[src/rtl/paddle_engine.sv]
// Pong paddle with tick-paced movement, hold-to-accelerate speed ramp, optional
// ball-tracking mode, hard clamping at the play-field limits and a registered pixel output.
module paddle_engine #(
  parameter int                 COLOR_W     = 3,
  parameter logic [COLOR_W-1:0] COLOR       = '1,
  parameter int                 PADDLE_W    = 5,
  parameter int                 PADDLE_H    = 55,
  parameter int                 START_X     = 5,
  parameter int                 START_Y     = 100,
  parameter int                 LIMIT_Y_MIN = 5,
  parameter int                 LIMIT_Y_MAX = 475,
  parameter int                 TICK_DIV    = 15,
  parameter int                 MAX_SPEED   = 4,
  parameter int                 ACCEL_STEPS = 8,
  parameter int                 AI_DEADBAND = 4
) (
  input  logic               i_clock,
  input  logic               i_reset_n,
  input  logic [9:0]         i_row,
  input  logic [9:0]         i_col,
  input  logic               i_control_up,
  input  logic               i_control_down,
  input  logic               i_mode,
  input  logic [9:0]         i_ball_y,
  input  logic [7:0]         i_ball_size_y,
  output logic [COLOR_W-1:0] o_rgb,
  output logic [9:0]         o_pos_x,
  output logic [9:0]         o_pos_y,
  output logic [7:0]         o_size_x,
  output logic [7:0]         o_size_y,
  output logic               o_moving
);

  localparam logic [15:0] LP_TICK_LAST = 16'(TICK_DIV - 1);
  localparam logic [10:0] LP_Y_MIN     = 11'(LIMIT_Y_MIN);
  localparam logic [10:0] LP_Y_MAX     = 11'(LIMIT_Y_MAX);
  localparam logic [10:0] LP_Y_BOT     = 11'(LIMIT_Y_MAX - PADDLE_H);
  localparam logic [10:0] LP_H         = 11'(PADDLE_H);
  localparam logic [10:0] LP_W         = 11'(PADDLE_W);
  localparam logic [10:0] LP_X         = 11'(START_X);
  localparam logic [10:0] LP_HALF_H    = 11'(PADDLE_H / 2);
  localparam logic [10:0] LP_DB        = 11'(AI_DEADBAND);
  localparam logic [3:0]  LP_MAX_SPD   = 4'(MAX_SPEED);
  localparam logic [7:0]  LP_HOLD_LAST = 8'(ACCEL_STEPS - 1);

  typedef enum logic [1:0] {
    IDLE = 2'd0,
    UP   = 2'd1,
    DOWN = 2'd2
  } state_t;

  state_t               r_state;
  state_t               w_state_nxt;
  state_t               w_req;
  logic [3:0]           r_speed;
  logic [3:0]           w_speed_nxt;
  logic [7:0]           r_hold;
  logic [7:0]           w_hold_nxt;
  logic [9:0]           r_pos_y;
  logic [9:0]           w_pos_y_nxt;
  logic [15:0]          r_tick_cnt;
  logic [COLOR_W-1:0]   r_rgb;
  logic                 w_tick;
  logic [10:0]          w_pos11;
  logic [10:0]          w_step;
  logic [10:0]          w_pos_calc;
  logic [10:0]          w_bc;
  logic [10:0]          w_pc;
  logic                 w_hit;

  assign w_tick  = (r_tick_cnt == LP_TICK_LAST);
  assign w_pos11 = {1'b0, r_pos_y};
  assign w_bc    = {1'b0, i_ball_y} + 11'(i_ball_size_y >> 1);
  assign w_pc    = w_pos11 + LP_HALF_H;

  // Direction request: joystick buttons are active-low; auto mode steers centre to centre.
  always_comb begin
    w_req = IDLE;
    if (i_mode) begin
      if (w_bc + LP_DB < w_pc)      w_req = UP;
      else if (w_bc > w_pc + LP_DB) w_req = DOWN;
    end else begin
      if (!i_control_up && i_control_down)      w_req = UP;
      else if (i_control_up && !i_control_down) w_req = DOWN;
    end
  end

  always_comb begin
    w_state_nxt = r_state;
    w_speed_nxt = r_speed;
    w_hold_nxt  = r_hold;
    w_pos_calc  = w_pos11;
    w_step      = 11'd0;
    if (w_tick) begin
      if (w_req == IDLE) begin
        w_state_nxt = IDLE;
        w_speed_nxt = 4'd0;
        w_hold_nxt  = 8'd0;
      end else if (w_req != r_state) begin
        w_state_nxt = w_req;
        w_speed_nxt = 4'd1;
        w_hold_nxt  = 8'd0;
      end else if (r_hold == LP_HOLD_LAST) begin
        w_hold_nxt  = 8'd0;
        w_speed_nxt = (r_speed >= LP_MAX_SPD) ? LP_MAX_SPD : r_speed + 4'd1;
      end else begin
        w_hold_nxt  = r_hold + 8'd1;
      end

      // Move by the freshly computed speed; hitting a limit drops back to crawl speed.
      w_step = {7'd0, w_speed_nxt};
      if (w_state_nxt == UP) begin
        if (w_pos11 < LP_Y_MIN + w_step) begin
          w_pos_calc  = LP_Y_MIN;
          w_speed_nxt = 4'd1;
          w_hold_nxt  = 8'd0;
        end else begin
          w_pos_calc  = w_pos11 - w_step;
        end
      end else if (w_state_nxt == DOWN) begin
        if (w_pos11 + LP_H + w_step > LP_Y_MAX) begin
          w_pos_calc  = LP_Y_BOT;
          w_speed_nxt = 4'd1;
          w_hold_nxt  = 8'd0;
        end else begin
          w_pos_calc  = w_pos11 + w_step;
        end
      end
    end
    w_pos_y_nxt = w_pos_calc[9:0];
  end

  assign w_hit = ({1'b0, i_col} >= LP_X) && ({1'b0, i_col} < LP_X + LP_W) &&
                 ({1'b0, i_row} >= w_pos11) && ({1'b0, i_row} < w_pos11 + LP_H);

  always_ff @(posedge i_clock or negedge i_reset_n) begin
    if (!i_reset_n) begin
      r_tick_cnt <= 16'd0;
      r_state    <= IDLE;
      r_speed    <= 4'd0;
      r_hold     <= 8'd0;
      r_pos_y    <= 10'(START_Y);
      r_rgb      <= '0;
    end else begin
      r_tick_cnt <= w_tick ? 16'd0 : r_tick_cnt + 16'd1;
      r_state    <= w_state_nxt;
      r_speed    <= w_speed_nxt;
      r_hold     <= w_hold_nxt;
      r_pos_y    <= w_pos_y_nxt;
      r_rgb      <= w_hit ? COLOR : '0;
    end
  end

  assign o_rgb    = r_rgb;
  assign o_pos_x  = 10'(START_X);
  assign o_pos_y  = r_pos_y;
  assign o_size_x = 8'(PADDLE_W);
  assign o_size_y = 8'(PADDLE_H);
  assign o_moving = (r_state != IDLE);

endmodule

[config.mk]
export PLATFORM = sky130hd
export DESIGN_NAME = paddle_engine
export DESIGN_NICKNAME = d
export VERILOG_FILES = /design/src/rtl/paddle_engine.sv
export SDC_FILE = /design/constraint.sdc
export NUM_CORES = 1
export LEC_CHECK = 0
export CAP_MARGIN = 20
export CORE_MARGIN = 1
export CORE_UTILIZATION = 60
export DETAILED_ROUTE_END_ITERATION = 12
export DONT_BUFFER_PORTS = 1
export PLACE_DENSITY = 0.76
export SYNTH_ARGS = -nofsm -noshare
export SYNTH_HDL_FRONTEND = slang
export SYNTH_SLANG_ARGS = --single-unit
[constraint.sdc]
create_clock -name i_clock -period 9.3 [get_ports i_clock]
set_input_delay 1.395 -clock i_clock [delete_from_list [all_inputs] [get_ports i_clock]]
set_output_delay 1.395 -clock i_clock [all_outputs]
set_load 0.01 [all_outputs]
Word-level counts from Yosys, hierarchy flattened
Cells that the tools add are included.
- $add $sub $neg: 12
- multipliers: 0
- divide/modulo/power cells: 0
- magnitude comparators: 9
- eq/ne operators: 5
- shift operators: 0
- muxes and demuxes: 30
- bitwise logic cells: 0
- reductions and logical operators: 11
- operator list (operator ; count):
    8-bit two-way mux ; 7
    10-bit two-way mux ; 4
    4-bit two-way mux ; 9
    11-bit by 3-bit adder with 11-bit output (second input constant) ; 2
    16-bit by 1-bit adder with 16-bit output (second input constant) ; 1
    16-bit by 4-bit equality test with 1-bit output (second input constant) ; 1
    16-bit two-way mux ; 1
    2-bit two-way mux ; 8
    10-bit by 5-bit adder with 11-bit output (second input constant) ; 1
    10-bit by 6-bit adder with 11-bit output (second input constant) ; 1
    10-bit by 7-bit adder with 11-bit output ; 1
    11-bit by 4-bit adder with 11-bit output ; 1
    11-bit greater-than comparator ; 1
    11-bit by 9-bit greater-than comparator with 1-bit output (second input constant) ; 1
    10-bit by 11-bit less-than comparator with 1-bit output ; 1
    11-bit less-than comparator ; 1
    10-bit by 4-bit adder with 10-bit output ; 1
    10-bit greater-or-equal comparator ; 1
    10-bit by 3-bit greater-or-equal comparator with 1-bit output (second input constant) ; 1
    10-bit by 4-bit less-than comparator with 1-bit output (second input constant) ; 1
    10-bit by 5-bit less-than comparator with 1-bit output ; 1
    10-bit by 4-bit subtractor with 10-bit output ; 1
    8-bit by 1-bit adder with 8-bit output (second input constant) ; 1
    8-bit by 3-bit equality test with 1-bit output (second input constant) ; 1
    12 further kinds ; 18
- register bits: 43
- latch bits: 0
- bits in writable memories: 0
- memory bits (read-only): 0
- input port bits: 43
- output and inout port bits: 40
- logic and storage cells: 73
- memories: 0

Longest topological paths before layout
Gate-level depths: netlist (run 1).
- depth in word-level cells: 15
- mapped depth: 33

Worst setup path after synthesis (run 1)
OpenSTA, ideal clock, no wires.
- path type: input -> register
- start point: input i_ball_y[0]
- end point: register r_hold[0]
- library setup time: 0.125 ns
- arrival: 7.487 ns
- slack: 1.688 ns
- cell stages on the path: 27
- path through: ha_1 -> fa_1 -> a21o_1 -> a21oi_1 -> nor2b_1 -> o21a_1 -> o21a_1 -> nor2_1 -> nand2_1 -> nor3_1 -> xnor2_1 -> ha_1 -> a2111oi_0 -> a311o_1 -> o21a_1 -> a22o_1 -> a21boi_1 -> ha_1 -> a211o_1 -> a21oi_1 -> a2111oi_0 -> a311o_1 -> a221o_1 -> a21o_4 -> and3_1 -> buf_4 -> mux2_2
- longest elaborated chain between the ends: 14
- RTL lines (item ; RTL line ; RTL):
    start, declared ; 24 ; input logic [9:0] i_ball_y,
    10-bit by 7-bit adder with 11-bit output * ; 73 ; assign w_bc = {1'b0, i_ball_y} + 11'(i_ball_size_y >> 1);
    11-bit by 3-bit adder with 11-bit output or 11-bit greater-than comparator (tied branches) ; 80, 81 ;
    11-bit less-than comparator or 2-bit two-way mux (tied branches) ; 80, 81 ;
    2-bit two-way mux * ; 80 ; if (w_bc + LP_DB < w_pc) w_req = UP;
    2-bit two-way mux * ; 79 ; if (i_mode) begin
    2-bit != test ; 99 ; end else if (w_req != r_state) begin
    4-bit two-way mux ; 99 ;
    4-bit two-way mux ; 95 ; if (w_req == IDLE) begin
    4-bit two-way mux ; 94 ; if (w_tick) begin
    11-bit by 4-bit adder with 11-bit output ; 121 ; if (w_pos11 + LP_H + w_step > LP_Y_MAX) begin
    11-bit by 9-bit greater-than comparator with 1-bit output ; 121 ;
    8-bit two-way mux ; 121 ;
    8-bit two-way mux ; 120 ; end else if (w_state_nxt == DOWN) begin
    8-bit two-way mux * ; 112 ; if (w_state_nxt == UP) begin
    end signal, assigned ; 148 ; r_hold <= w_hold_nxt;
    end, declared ; 57 ; logic [7:0] r_hold;
Mark *: on every way between the ends. The rest lies on a longest branch, timed or not. The select of a mux whose other input is x is not followed.
A chain may end at the register's enable or synchronous reset.

Final worst setup path (run 1)
Same ends and word-level chain as after synthesis.

==> results list, run 1 <==
- Routed wire length: 11150 um
- Yosys reg bits: 41
- Post-CTS Hold Fix Bufs: 0
- ha_1 is the most common cell in the netlist.
* CTS Root Cell: clkbuf_8
- Number of enable-type register cells in the synthesized netlist: 0
- For the worst setup path, the data required time is 9.48 ns.
* Setup total negative slack: 0 ns
* 1st-iter DRT viols: 271
- Once detailed placement completed, the half-perimeter wirelength came to 8924 um.
* Fraction of synthesized cell area taken by the top area cell type: 18.98%
- The number of cells on the worst reg-to-reg path is 28.
- The clock drives 41 sinks.
* Slew headroom: 52.77%
* End of the worst hold path: r_tick_cnt[15]$_DFF_PN0_
* Crit path kind: in -> reg
* Cell type with the largest total area after synthesis: dfrtp_1
- By area the synthesized netlist is led by dfrtp_1 (19%), ha_1 (18%), xnor2_1 (6.1%).
- Dividing total power by cell area gives a power density of 202.7 nW/um2.
- In the final routed layout, each cell accounts on average for 15.92 um.
* Clock skew after layout: 0.01005 ns
- Placed instance area: 4966 um2
- The core region is 7888 um2.
- The first global-routing pass estimated 19020 um of wire.
* CP endpoint kind: register
- Power comes to 0.001035 W.
* Iteration count of the initial detailed-routing pass: 5
* Post-synthesis instance total: 605
- Residual antenna-violating net count after detailed routing: 0
- Final setup slack of the worst path: 1.375 ns
* Number of failing setup endpoints in the final timing report: 0
- After synthesis, flip-flops and latches occupy 20.55% of the total area.
- The run finished with clean final reports.
* Initial antenna violation count: 0
- Top cell types by occurrence after synthesis: ha_1 (73), nor2_1 (50), inv_1 (42)
* Total routing usage reported by global routing: 26.98%
* CTS buffer count: 5
- Maximum VDD drop: 141.5 uV
- Setup repair after global routing left no endpoint under its margin.
- Flop-to-flop setup slack: 2.18 ns
- Timing would allow up to 126.2 MHz.
* Initial cell density of the core: 63.53%
* Worst setup path startpoint: i_ball_y[0]
- Depth of the CTS H-tree: 2
- Cell at the slowest stage of the critical path: a2111oi_0
* Diode insertion count for antenna repair: 0
* Die X-Extent: 93.39 um
* Remaining routing DRC violations: 0
- HP Class: reg -> reg
- Summing over every cut layer, the via total after detailed routing is 4272.
- The congestion estimate from routability-driven global placement came to 0.8831.
- Maximum buffer depth of the clock tree: 2
- Pre-CTS setup slack: 1.116 ns
* Synth Cell Area: 5011 um2
- For this run, the number of Yosys warnings is 0.
- Clock latency at the later pin of the worst-skew pair: 0.30 ns
* Biggest fanout along the worst timing path: 7
* Hold path startpoint: r_tick_cnt[15]$_DFF_PN0_
- Post-CTS setup-driven buffer insertion count: 0
* Worst EP arrival: 8.10 ns
- The worst setup path is launched from an input port.
* Share of final-layout standard cells stronger than drive strength 1: 5.518%
* Largest net degree at the start of global routing: 42
- Largest incremental delay on the critical path: 0.60 ns
- After routing the design area is 5104 um2.
- Drt via density: 6.103
- Worst reg2reg endpoint: r_hold[0]$_DFFE_PN0N_
- Counting both buffers and inverters, the worst setup path holds a total of 1.
- Clock slew seen by the registers of the worst setup and hold paths: 0.09 ns
- Final instance count without filler cells: 700
* Worst slew pin tran: 0.7084 ns
- Reg-to-reg critical path startpoint: o_pos_y[0]$_DFFE_PN0P_
- The count of buffers added on input and output ports is 0.
- In this run the count of I/O pins placed on the die edge is 83.
* Number of gates given a new drive strength after cts: 0
- Global routing finished with a remaining overflow of 0.
* CTS tree: yes
- In the synthesized netlist the dominant register cell turns out to be dfrtp_1.
* Final Max Slew Viols: 0
- The final hold violation count came to 0.
- Share of synthesized flip-flops with an asynchronous set or reset: 100.0%
- Final period demand of the worst path: 7.925 ns
* Placement Rows: 32
- Summed over all cells, the static leakage comes to 2.312 nW.
- The via count of the first global-routing pass came to 4074.
- In the final design database the tool counted 717 nets.
- Across the run, the number of max-cap violations was 0.
* Worst hold path stage count: 1
- Kind of cell adding the most delay to the critical path: compound AO/OA/AOI/OAI gates
- Cells after DPL: 692
* Area overhead of the layout relative to synthesis: 1.848%
- The average instance in the mapped netlist occupies 8.283 um2.
* Synth cell types: 75
- Die area: 8721 um2
* Portion of the clock cycle consumed by the worst path in the final layout: 85.22%
- Y dimension of the die: 93.39 um
[worst max path at each step]
stage | to | slack (ns) | cells after the start
4_1_cts | r_hold[0]$_DFFE_PN0N_ | 1.39 | 27
6_report | r_hold[0]$_DFFE_PN0N_ | 1.37 | 27
3_3_place_gp | r_hold[0]$_DFFE_PN0N_ | 1.24 | 28
3_5_place_dp | r_hold[0]$_DFFE_PN0N_ | 1.12 | 27
5_1_grt | r_hold[0]$_DFFE_PN0N_ | 0.86 | 27
2_1_floorplan | r_hold[0]$_DFFE_PN0N_ | 1.69 | 27
[stage by stage]
stage / hold slack [ns] / utilization, %
final: 0.4940 / 64.70
after global routing: 0.5212 / 64.70
after CTS: 0.4962 / 64.70
after detailed placement: 0.4716 / 62.96
after global placement: 0.4544 / 62.96
after floorplan: 0.4429 / -
[routing by layer]
| metal | wire [um] | track usage [%] | vias to the layer above |
|---|---|---|---|
| li1 | - | - | 2097 |
| met4 | 96 | 4.487 | 0 |
| met1 | 5024 | 35.99 | 2007 |
| met5 | 0 | 0 | - |
| met2 | 5252 | 45.04 | 158 |
| met3 | 772 | 6.341 | 10 |
[layout by cell type, fill, tap and decap left out, drive strengths merged, types with 3 or more instances in the layout]
cell,instances
nand4,7
o2111ai,3
a21boi,6
dfstp,3
or3,6
ha,73
conb,26
nor3b,5
nor4,6
o211ai,5
o21ai,28
xor2,14
nand2b,5
nand3,24
a21oi,31
nor2b,10
o21bai,4
clkbuf,5
and3,11
xnor2,35
a221oi,4
a31oi,3
inv,46
nand2,40
fa,4
a211oi,6
nor2,51
and2,5
a21o,11
a22o,6
a311o,3
o21a,18
nor3,15
a211o,3
o22ai,3
dfrtp,38
[layout make-up]
class / instances / area [um2]
multi-input cells: 503 / 3632
fillers: 686 / 2784
flip-flops and latches: 41 / 1030
inverters: 45 / 168.9
well taps: 102 / 127.6
clock buffers: 5 / 68.82
clock inverters: 3 / 68.82
repair buffers: 1 / 7.507
[power by group]
group	total (W)	internal (W)	switching [W]	leakage [nW]
Clock	0.000175	0.000108	0.0000671	0.0687
Sequential	0.000262	0.000197	0.0000647	0.541
Combinational	0.000598	0.000249	0.000349	1.70
[cells by family (layout without fill, tap and decap cells)]
kind of cell,count (synthesis),in the layout,share of synthesized area (%)
compound gates,152,152,21.57
xor+xnor,49,49,8.564
fa+ha+maj,77,77,19.83
buf+inv,85,54,8.764
flops,41,41,20.55
mux,3,3,0.6492
other cells,2,26,0.1499
simple gates,196,196,19.93
[flip-flops by register name, indices dropped and copies added, names as in the netlist]
signal and flops:
r_tick_cnt 16, o_pos_y 10, o_rgb 1, r_state 2, r_hold 8, r_speed 4
(Power assumes the default switching activity.)
==> inputs of run 2 (changes only) <==
Settings changed: SKIP_LAST_GASP set to 1.
Clock period 9.3 ns to 9.2 ns, I/O delays scaled along.
==> run 2 against run 1 <==
Worst hold slack got worse by 0.020 ns. Clock skew grew 0.0025 ns. Clock-buffer cell count did not move. Total power up 2.0%. Via count rose by 0.19%. Flip-flop and latch count stayed put. Critical path depth shrank 1. Cell count is the same. Largest power group unchanged.
==> results list, run 2 (synthesized netlist as in run 1, its figures left out) <==
* Post-route standard cell area excluding fillers: 5104 um2 (unchanged)
- Cells after DPL: 692 (unchanged)
- HP Class: reg -> reg (unchanged)
* Detailed placer's ending HPWL: 8965 um (was 8924 um)
- Peak-usage layer in the global routing report: met2 (unchanged)
- CTS tree: yes (unchanged)
* Post-CTS Hold Fix Bufs: 0 (unchanged)
* Slew headroom: 53.96% (was 52.77%)
* 1st-iter DRT viols: 347 (was 271)
- Final Max Slew Viols: 0 (unchanged)
* Global Route met1 Usage: 37.16% (was 35.99%)
* CTS buffer count: 5 (unchanged)
- Initial antenna violation count: 0 (unchanged)
- Worst reg2reg endpoint: r_hold[0]$_DFFE_PN0N_ (unchanged)
- Portion of total power attributed to combinational logic: 57.7% (was 57.8%)
- Total routing usage reported by global routing: 27.10% (was 26.98%)
* Initial cell density of the core: 63.53% (unchanged)
* Max capacitance violation total: 0 (unchanged)
- The average detailed-routed wire length per instance came to 16.24 um (was 15.92 um).
* Flop pwr share: 25.1% (was 25.3%)
- After layout, the worst path uses 87.37% of the clock period.
- The internal power consumption was 0.0005619 W (was 0.0005539 W).
- The number of top-level pins came to 83 (unchanged).
- Sequential Area: 1030 um2 (unchanged)
- FF-to-FF path depth: 26 (was 28)
- The highest cell delay on the worst timing path is 0.66 ns (was 0.60 ns).
- Derived from the worst setup path, the maximum achievable clock frequency is 124.4 MHz.
- Setup total negative slack: 0 ns (unchanged)
* Met2 demand-to-capacity share in global routing: 46.57% (was 45.04%)
* Maximum VDD drop: 157.9 uV (was 141.5 uV)
* Port Buf Inserts: 0 (unchanged)
* Clock latency at the later pin of the worst-skew pair: 0.31 ns (was 0.30 ns)
- Final instance count without filler cells: 700 (unchanged)
- Number of failing setup endpoints in the final timing report: 0 (unchanged)
- Clock skew after layout: 0.01257 ns (was 0.01005 ns)
- Remaining routing DRC violations: 0 (unchanged)
- Share of final-layout standard cells stronger than drive strength 1: 5.518% (unchanged)
- The required time of the critical path is 9.39 ns (was 9.48 ns).
- Number of gates given a new drive strength after cts: 0 (unchanged)
- The critical path's top delay family was compound AO/OA/AOI/OAI gates (unchanged).
- Net Sw Frac: 46.76% (was 46.46%)
* Buf/Inv on CP: 0 (was 1)
* Y dimension of the die: 93.39 um (unchanged)
* Drt via density: 6.114 (was 6.103)
- The flip-flop count of the largest register, all copies and words added came to 16 (unchanged).
- The count of buffers added by post-CTS timing repair for setup is 0 (unchanged).
- The net count reported at finish came to 717 (unchanged).
* Fraction of the core area covered by cells at the end of the flow: 64.70% (unchanged)
- The row count came to 32 (unchanged).
- The ratio of total power to cell area is 206.8 nW/um2 (was 202.7 nW/um2).
- The total number of vias came to 4280 (was 4272).
- Worst setup path startpoint: i_ball_y[0] (unchanged)
- The number of logic stages on the critical path including buffering was 26 (was 27).
* Multi-input gate area: 3632 um2 (unchanged)
- Critical path launch point type: input port (unchanged)
* Sw Pwr: 0.0004934 W (was 0.0004807 W)
* Die area: 8721 um2 (unchanged)
* Iteration count of the initial detailed-routing pass: 5 (unchanged)
- The area growth from synthesis to final layout was 1.848% (unchanged).
- Met3 track demand over resource: 3.333% (was 6.341%)
- Most used cells in the layout excluding fill and tap cells: ha_1 (73), nor2_1 (50), inv_1 (42) (unchanged).
* Final period demand of the worst path: 8.038 ns
- The maximum clock path buffer count is 2 (unchanged).
- Flop-to-flop setup slack: 2.16 ns (was 2.18 ns)
- Diode insertion count for antenna repair: 0 (unchanged)
- CP endpoint kind: register (unchanged)
- The final wirelength came to 11370 um (was 11150 um).
* Clock slew seen by the registers of the worst setup and hold paths: 0.09 ns (about the same)
- The clock tree root buffer cell is clkbuf_8 (unchanged).
* Wire length of the first global-routing pass: 18900 um (was 19020 um)
* Final number of hold-violating endpoints: 0 (unchanged)
- Reg-to-reg critical path startpoint: o_pos_y[0]$_DFFE_PN0P_ (unchanged)
- Routability congestion estimate: 0.8922 (was 0.8831)
- Residual antenna-violating net count after detailed routing: 0 (unchanged)
- Biggest fanout along the worst timing path: 7 (unchanged)
- Overflow after GRT: 0 (unchanged)
- Post-layout total power: 0.001055 W (was 0.001035 W)
* Worst slew pin tran: 0.6732 ns (was 0.7084 ns)
- The cell with the largest stage delay on the worst path was a2111oi_0 (unchanged).
* Static leakage power: 2.312 nW (unchanged)
- The total clock sinks was 41 (unchanged).
* Portion of total power attributed to the clock network: 17.1% (was 16.9%)
- The data arrival time of the critical path was 8.22 ns (was 8.10 ns).
* Largest net degree at the start of global routing: 42 (unchanged)
- RSZ-0062 raised after global routing: no (unchanged)
- Die X-Extent: 93.39 um (unchanged)
- Depth of the CTS H-tree: 2 (unchanged)
- Result of the run: completed (unchanged)
* Register with the highest flop count: r_tick_cnt (unchanged)
- End point of the critical path: r_hold[0]$_DFFE_PN0N_ (unchanged)
- The core area was 7888 um2 (unchanged).
- The cell area reported after detailed placement came to 4966 um2 (unchanged).
- Crit path kind: in -> reg (unchanged)
* Via count of the first global-routing pass: 4037 (was 4074)
* Fill count: 686 (unchanged)
* Commonest non-fill, non-tap cell in the layout: ha_1 (unchanged)
==> run 2: worst min-delay path by stage <==
stage                                         from                       end  slack, ns  depth (start not counted)
after floorplan           r_tick_cnt[15]$_DFF_PN0_  r_tick_cnt[15]$_DFF_PN0_       0.44                          1
after global placement    r_tick_cnt[15]$_DFF_PN0_  r_tick_cnt[15]$_DFF_PN0_       0.45                          1
after detailed placement  r_tick_cnt[15]$_DFF_PN0_  r_tick_cnt[15]$_DFF_PN0_       0.46                          1
after CTS                 r_tick_cnt[15]$_DFF_PN0_  r_tick_cnt[15]$_DFF_PN0_       0.48                          1
after global routing      r_tick_cnt[15]$_DFF_PN0_  r_tick_cnt[15]$_DFF_PN0_       0.50                          1
final                     r_tick_cnt[15]$_DFF_PN0_  r_tick_cnt[15]$_DFF_PN0_       0.47                          1
==> run 2: area by class of cell <==
| class | count | share of cell area [%] |
|---|---|---|
| clock buffer | 5 | 1.348 |
| clock inverter | 3 | 1.348 |
| inverter | 45 | 3.310 |
| multi-input combinational | 503 | 71.17 |
| sequential | 41 | 20.18 |
| tap | 102 | 2.501 |
| timing repair buffer | 1 | 0.1471 |
==> run 2: metrics by stage <==
stage / setup slack (ns) / hold WS, ns
6_report: 1.162 / 0.4744
3_3_place_gp: 1.057 / 0.4544
3_5_place_dp: 0.9032 / 0.4586
5_1_grt: 0.6532 / 0.5014
4_1_cts: 1.182 / 0.4750
2_1_floorplan: 1.603 / 0.4429
==> run 2: power by group through the flow <==
| stage | logic, W | registers [W] | clock network (W) |
|---|---|---|---|
| detailed placement | 0.000599 | 0.000268 | 0 |
| finish | 0.000609 | 0.000265 | 0.000181 |
| global placement | 0.000566 | 0.000268 | 0 |
| global route | 0.000690 | 0.000270 | 0.000190 |
| CTS | 0.000605 | 0.000264 | 0.000184 |
| floorplan | 0.000499 | 0.000234 | 0 |
==> run 2: routing by layer <==
metal / share of wire, % / vias up
met5: 0 / -
met4: 0.40 / 0
met3: 6.0 / 9
met2: 48 / 133
met1: 46 / 2033
li1: - / 2105
